`src/rtl/fetch_pkg.sv`:
```
// Shared types and constants for the instruction fetch sequencer.
package fetch_pkg;

    typedef enum logic [2:0] {
        BOOT,
        REQ,
        WAIT,
        HOLD,
        FAULT
    } fetch_state_t;

    localparam int unsigned INSTR_BYTES = 4;
    localparam logic [31:0] NOP_INSTR   = 32'h0000_0013;

endpackage

```
`src/rtl/fetch_sequencer.sv`:
```
// Fetch sequencer: loads the PC, issues one imem read per instruction, latches the IR,
// and computes the next PC when the control unit retires the instruction.
module fetch_sequencer
    import fetch_pkg::*;
#(
    parameter logic [31:0] RESET_VEC = 32'h0000_0000,
    parameter int unsigned TIMEOUT   = 255
) (
    input  logic        clk,
    input  logic        rst,
    input  logic [31:0] pc,
    output logic        pc_ld,
    output logic [31:0] pc_next,
    output logic        imem_req_valid,
    input  logic        imem_req_ready,
    output logic [31:0] imem_addr,
    input  logic        imem_rsp_valid,
    input  logic [31:0] imem_rsp_data,
    output logic [31:0] ir,
    output logic        ir_valid,
    input  logic        ir_ack,
    input  logic        br_taken,
    input  logic [31:0] br_target,
    output logic        misalign,
    output logic        fetch_fault
);

    // The counter only ever holds 0..TIMEOUT-1; reaching TIMEOUT is the fault transition itself.
    localparam int unsigned   CW   = (TIMEOUT < 2) ? 1 : $clog2(TIMEOUT);
    localparam logic [CW-1:0] LAST = CW'(TIMEOUT - 1);

    fetch_state_t  state;
    fetch_state_t  state_nx;
    logic [CW-1:0] tmo_cnt;
    logic          timeout_hit;

    assign timeout_hit = (state == WAIT) && !imem_rsp_valid && (tmo_cnt == LAST);
    assign imem_addr   = pc;

    always_ff @(posedge clk) begin
        if (rst) begin
            state <= BOOT;
        end else begin
            state <= state_nx;
        end
    end

    always_ff @(posedge clk) begin
        if (rst) begin
            tmo_cnt     <= '0;
            ir          <= '0;
            ir_valid    <= 1'b0;
            fetch_fault <= 1'b0;
        end else begin
            if (state == REQ && imem_req_ready) begin
                tmo_cnt <= '0;
            end else if (state == WAIT && !imem_rsp_valid) begin
                tmo_cnt <= tmo_cnt + CW'(1);
            end

            if (state == WAIT && imem_rsp_valid) begin
                ir       <= imem_rsp_data;
                ir_valid <= 1'b1;
            end else if (state == HOLD && ir_ack) begin
                ir_valid <= 1'b0;
            end

            if (timeout_hit) begin
                fetch_fault <= 1'b1;
            end
        end
    end

    always_comb begin
        state_nx = state;
        case (state)
            BOOT:    state_nx = REQ;
            REQ:     if (imem_req_ready) state_nx = WAIT;
            WAIT: begin
                if (imem_rsp_valid) begin
                    state_nx = HOLD;
                end else if (timeout_hit) begin
                    state_nx = FAULT;
                end
            end
            HOLD:    if (ir_ack) state_nx = REQ;
            FAULT:   state_nx = FAULT;
            default: state_nx = BOOT;
        endcase
    end

    // Strobes are forced low while rst is held so the PC is never loaded mid-reset.
    always_comb begin
        pc_ld          = 1'b0;
        pc_next        = '0;
        misalign       = 1'b0;
        imem_req_valid = 1'b0;
        if (!rst) begin
            case (state)
                BOOT: begin
                    pc_ld   = 1'b1;
                    pc_next = RESET_VEC;
                end
                REQ: begin
                    imem_req_valid = 1'b1;
                end
                HOLD: begin
                    if (ir_ack) begin
                        pc_ld    = 1'b1;
                        pc_next  = br_taken ? (br_target & ~32'h0000_0001)
                                            : pc + 32'(INSTR_BYTES);
                        misalign = br_taken && br_target[1];
                    end
                end
                default: ;
            endcase
        end
    end

endmodule

```
`config.mk`:
```
export PLATFORM = sky130hd
export DESIGN_NAME = fetch_sequencer
export DESIGN_NICKNAME = d
export VERILOG_FILES = /design/src/rtl/fetch_pkg.sv /design/src/rtl/fetch_sequencer.sv
export SDC_FILE = /design/constraint.sdc
export NUM_CORES = 1
export LEC_CHECK = 0
export ABC_AREA = 1
export ABC_CLOCK_PERIOD_IN_PS = 2050
export CAP_MARGIN = 5
export CORE_ASPECT_RATIO = 1.25
export CORE_MARGIN = 10
export CORE_UTILIZATION = 39
export CTS_CLUSTER_DIAMETER = 50
export DETAILED_ROUTE_END_ITERATION = 8
export PLACE_DENSITY = 0.82
export SLEW_MARGIN = 20
export SYNTH_ARGS = -nofsm -noshare
export SYNTH_HDL_FRONTEND = slang
export SYNTH_SLANG_ARGS = --single-unit
export TNS_END_PERCENT = 30
```
`constraint.sdc`:
```
create_clock -name clk -period 2.05 [get_ports clk]
set_clock_uncertainty 0.15 [all_clocks]
set_input_delay 0.41 -clock clk [delete_from_list [all_inputs] [get_ports clk]]
set_output_delay 0.41 -clock clk [all_outputs]
set_load 0.02 [all_outputs]
```
==> results_dict.tcl, run 1 <==
set metrics [dict create \
    run_status "complete, but fails checks" \
    violations "negative setup slack" \
    p_leak_nw 2.86 \
    io-pin-count 203 \
    rsz0062_at_grt "true" \
    end_kind "output pin" \
    clk_latency_ns 0.30 \
    power_density_mw_per_mm2 529 \
    initial_core_util 0.401 \
    min_period_ns 2.34 \
    fill_cells 686 \
    cts_sinks 45 \
    grt_usage 0.217 \
    antenna_found_initial 0 \
    tightest_slew_ns 0.399 \
    drive_gt1_frac 0.310 \
    grt_pass1_vias 4807 \
    placed_area_mm2 0.00599 \
    final_cell_area_mm2 0.00648 \
    synth_warnings 0 \
    synth_ff_type "dfxtp_1" \
    startpoint_type "register" \
    grt_pass1_wl_um 23700 \
    synth_top_area_cell "dfxtp_1" \
    clock_path_buffers 2 \
    ys_async_sr_fraction 0 \
    fmax_mhz 427 \
    ys_types 32 \
    wl_per_cell_um 15.9 \
    worstSetupPathType "reg -> out" \
    portBuffers 201 \
    setup_viol 34 \
    vias_per_cell 4.88 \
    ir_drop_mv 0.707 \
    diodes 0 \
    period_share 1.14 \
    core_mm2 0.00875 \
    arrival_ns 1.78 \
    synth_area_per_cell_um2 5.97 \
    final_hold_viol_count 0 \
    yosys-top-cells-count "nand2_1 (138), nor2_1 (132), inv_1 (53), dfxtp_1 (45), o21ai_0 (42)" \
    gr-total-overflow 0 \
    cts_tree "yes" \
    hold_buffers 0 \
    synth.most_common_cell "nand2_1" \
    yosys-top-cells-area "dfxtp_1 (26%), nand2_1 (15%), nor2_1 (14%), buf_4 (7.3%), o21ai_0 (6.0%)" \
    drc 0 \
    cts_root_buffer "clkbuf_8" \
    dr.pass1.iters 5 \
    gp_congestion 0.909 \
    grt_max_degree 34 \
    rows 38 \
    fin_util 0.741 \
    syn_nets 693 \
    cts_inserted_buffers 5 \
    synth_edf_count 0 \
    wl_um 15400 \
    ys_ff_latch 45 \
    syn_to_final_growth_pct 84.6 \
    place_hpwl_um 12100 \
    clk_pin_slew_ns 0.08 \
    max-slew-margin-rel 0.732 \
    max_cap_violations 0 \
    vias 4707 \
    postRouteAntennaNets 0 \
    dieArea_mm2 0.0132 \
    final_nets 950 \
    htree_num_levels 2 \
    total_power_mw 3.43 \
    die_w_um 105 \
    die_y_um 126 \
    syn_inst 588 \
    min_path_type "reg -> reg" \
    critPathRequiredTime_ns 1.49 \
    path_max_fanout 7 \
    fin_ws_ns -0.290 \
    drt_iter0_markers 109 \
    synth-seq-area-share 0.257 \
    synth_top_cell_area_share 0.257 \
    slew_violations 0 \
    netlist_area_mm2 0.00351 \
]
-- per-layer routing --
layer / wire [um] / track usage / vias up
met1: 5080 / 0.190 / 2135
li1: - / - / 2317
met3: 1560 / 0.0949 / 51
met2: 7990 / 0.409 / 204
met4: 744 / 0.111 / 0
met5: 0 / 0 / -
-- final cells by class --
class                   count  area (um^2)  share of cell area
repair buffers            297         2780               0.428
flip-flops and latches     45          902               0.139
multi-input cells         436         2330               0.360
well taps                 120          150              0.0232
inverters                  60          235              0.0363
clock buffers               7         86.3              0.0133
-- path summary, 6_finish.rpt --
check / cells past startpoint / slack [ns] / from / to
max: 10 / -0.29 / state[1]$_SDFFE_PP0P_ / pc_next[18]
min: 2 / 0.31 / tmo_cnt[6]$_SDFFE_PP0P_ / tmo_cnt[6]$_SDFFE_PP0P_
max reg2reg: 8 / 0.33 / state[1]$_SDFFE_PP0P_ / ir[23]$_SDFFE_PP0P_
min reg2reg: 2 / 0.31 / tmo_cnt[6]$_SDFFE_PP0P_ / tmo_cnt[6]$_SDFFE_PP0P_
-- cells by family after synthesis --
logic type,count (synthesis),share of synthesized area
xor gates and xnor gates,10,0.0249
and+or+nand+nor,354,0.452
DFF,45,0.257
AOI/OAI and AO/OA,69,0.102
adders and majority gates,3,0.0107
buffers and inverters,107,0.154
-- flip-flops by register name, indices dropped and copies added (netlist names) --
name         count
fetch_fault      1
ir              32
ir_valid         1
state            3
tmo_cnt          8
-- power breakdown --
part / switching [mW] / leakage (nW) / internal, mW
sequential: 0.0835 / 0.365 / 1.02
combinational: 0.932 / 2.45 / 0.848
clock: 0.277 / 0.0443 / 0.267
total: 1.29 / 2.86 / 2.14
-- what timing repair did --
action / CTS / global route
gates resized for setup: 292 / 70
pin swaps: 25 / 11
setup endpoints to repair: 67 / 36
buffers inserted: 13 / 5
-- layout by cell type, fill, tap and decap left out, types with 6 or more instances in the layout --
cell type,Yosys,layout
dfxtp_1,45,44
nor2_2,9,24
inv_1,53,45
o21ai_2,0,9
clkdlybuf4s50_1,0,131
buf_12,0,6
nand2_2,9,27
nor2_1,132,105
clkbuf_8,0,6
nand3_1,34,34
inv_2,7,13
nor2_4,8,20
buf_6,1,29
o21ai_0,42,36
a21oi_1,15,13
buf_4,34,94
nand2_1,138,119
dlygate4sd2_1,0,20
-- through the flow --
step           cells  setup slack [ns]  TNS (ns)  hold WS, ns
3_5_place_dp     940             -1.05    -35.47        0.304
4_1_cts          960            -0.345     -7.87        0.316
6_report         965            -0.290     -6.64        0.312
3_3_place_gp     940             -1.02    -34.25        0.299
2_1_floorplan    588          -0.00957  -0.00957        0.289
5_1_grt          965            -0.396    -10.24        0.333
-- worst max-delay path: stages, from the launching register on --
cell and delay (ns):
dfxtp_2 0.34, inv_2 0.05, nor2_4 0.09, nand2_2 0.07
inv_2 0.08, nand3_4 0.17, nor2_8 0.17, buf_6 0.15
nand2_1 0.08, o21ai_2 0.14, buf_6 0.14
No activity file was read; power rests on OpenSTA's default activity.
==> run 2, diff against run 1 <==
--- a/config.mk
+++ b/config.mk
@@ -10,10 +10,10 @@
 export CAP_MARGIN = 5
 export CORE_ASPECT_RATIO = 1.25
 export CORE_MARGIN = 10
-export CORE_UTILIZATION = 39
+export CORE_UTILIZATION = 25
 export CTS_CLUSTER_DIAMETER = 50
 export DETAILED_ROUTE_END_ITERATION = 8
-export PLACE_DENSITY = 0.82
+export SETUP_SLACK_MARGIN = 0.5
 export SLEW_MARGIN = 20
 export SYNTH_ARGS = -nofsm -noshare
 export SYNTH_HDL_FRONTEND = slang
==> results_dict.tcl, run 2 (synthesis gave the netlist of run 1 again) <==
set metrics [dict create \
    cts_inserted_buffers 5 \
    fmax_mhz 433 \
    final_nets 969 \
    wl_per_cell_um 14.7 \
    vias_per_cell 4.37 \
    reg2reg_slack_ns -0.11 \
    end_kind "output pin" \
    drive_gt1_frac 0.454 \
    worstSetupPathType "reg -> out" \
    slew_violations 0 \
    period_share 1.13 \
    drc 0 \
    rsz0062_at_grt "true" \
    postRouteAntennaNets 0 \
    run_status "complete, but fails checks" \
    dieArea_mm2 0.0192 \
    wl_um 15300 \
    fin_util 0.501 \
    fill_cells 1415 \
    total_power_mw 4.02 \
    seqCellArea_um2 903 \
    fin_setup_tns_ns -6.30 \
    cts_tree "yes" \
    vias 4549 \
    crit_start "state[1]$_SDFFE_PP0P_" \
    initial_core_util 0.254 \
    path_max_fanout 7 \
    io-pin-count 203 \
    stdcell_count 1040 \
    gp_congestion 0.856 \
    diodes 0 \
    multiInputGateArea_mm2 0.00261 \
    reg_top3 "ir (32), tmo_cnt (8), state (3)" \
    violations "negative setup slack" \
    die_y_um 153 \
    p_leak_nw 3.16 \
    max_cap_violations 0 \
    power_density_mw_per_mm2 580 \
    holdPathEnd "ir_valid$_SDFFE_PP0P_" \
    drt_iter0_markers 120 \
    place_inst 1001 \
    clock_path_buffers 2 \
    grt_max_degree 34 \
    clk_latency_ns 0.28 \
    portBuffers 201 \
    tightest_slew_ns 0.477 \
    min_period_ns 2.31 \
    grt_usage 0.151 \
    largest-register "ir" \
    layout_commonest_cell "nand2_1" \
    htree_num_levels 2 \
    syn_to_final_growth_pct 97.2 \
    r2r-end "tmo_cnt[5]$_SDFFE_PP0P_" \
    hp-start "ir_valid$_SDFFE_PP0P_" \
    clk_pin_slew_ns 0.06 \
    reg2reg_from "state[1]$_SDFFE_PP0P_" \
    dr.pass1.iters 4 \
    gr-total-overflow 0 \
    place_hpwl_um 12400 \
    rows 48 \
    final_hold_viol_count 0 \
    largest_reg_flops 32 \
    setup_viol 41 \
    fin_ws_ns -0.258 \
    holdWs_ns 0.318 \
    cts_root_buffer "clkbuf_16" \
    grt_pass1_wl_um 24000 \
    holdPathStages 2 \
    grt_pass1_vias 4600 \
    reg2reg_depth 19 \
    die_w_um 126 \
    arrival_ns 1.75 \
    cts_sinks 45 \
    core_mm2 0.0138 \
    min_path_type "reg -> reg" \
    final_cell_mix "nand2_1 (107), buf_4 (95), nor2_1 (77), clkdlybuf4s50_1 (65), buf_6 (57)" \
    antenna_found_initial 0 \
    max-slew-margin-rel 0.680 \
    ir_drop_mv 0.633 \
    startpoint_type "register" \
    critPathRequiredTime_ns 1.49 \
]
run 2: cell types whose count changed in the layout (fill, tap and decap cells not counted), sizes merged:
cell | before | now
clkinv | 0 | 1
buf | 133 | 179
clkdlybuf4s50 | 131 | 65
dlygate4sd2 | 20 | 14
clkinvlp | 0 | 1
clkdlybuf4s15 | 9 | 30
clkbuf | 11 | 34
run 2: final cells by class:
type / count / share of cell area
Timing Repair Buffer: 315 / 0.402
Multi-Input combinational cell: 436 / 0.377
Sequential cell: 45 / 0.130
Inverter: 60 / 0.0354
Tap cell: 175 / 0.0316
Clock buffer: 7 / 0.0220
Timing Repair inverter: 1 / 0.00108
Clock inverter: 1 / 0.000723
run 2: worst max path at each step:
| stage | to | slack (ns) | cells past startpoint |
|---|---|---|---|
| finish | pc_next[17] | -0.26 | 10 |
| global route | pc_next[20] | -0.37 | 11 |
| CTS | pc_next[17] | -0.28 | 10 |
| detailed placement | pc_next[18] | -1.11 | 11 |
| global placement | pc_next[18] | -1.08 | 11 |
| floorplan | pc_next[18] | 0.18 | 9 |
run 2: per-layer routing:
layer	up-vias	track usage	part of all wire
met2	153	0.279	0.52
met3	17	0.0564	0.091
met1	2024	0.153	0.37
li1	2355	-	-
met5	-	0	0
met4	0	0.0478	0.022
run 2: report_power, final:
part           switching [mW]  internal (mW)  leakage, nW  total (mW)
clock                   0.330          0.516       0.0799       0.846
sequential              0.103           1.03        0.366        1.13
combinational            1.05          0.989         2.72        2.04
run 2: repair_timing:
action,4_1_cts,5_1_grt
setup endpoints to repair,141,124
hold buffers,0,0
cloned,1,0
setup buffers,15,15
gates resized for setup,535,119
hold endpoints to repair,0,0
pin swaps,69,40
run 2: worst max-delay path: stages, from the launching register on:
cell and delay, ns:
dfxtp_2 0.33, inv_2 0.05, nor2_4 0.09, nand2_2 0.06, inv_2 0.07, nand3_4 0.17
nor2_8 0.18, buf_6 0.17, nand2_2 0.07, o21ai_4 0.14, buf_6 0.13
run 2: through the flow:
stage	cell area, um^2	worst slack [ns]
2_1_floorplan	3660	0.177
3_3_place_gp	6230	-1.08
3_5_place_dp	6230	-1.11
4_1_cts	6730	-0.280
5_1_grt	6930	-0.372
6_report	6930	-0.258
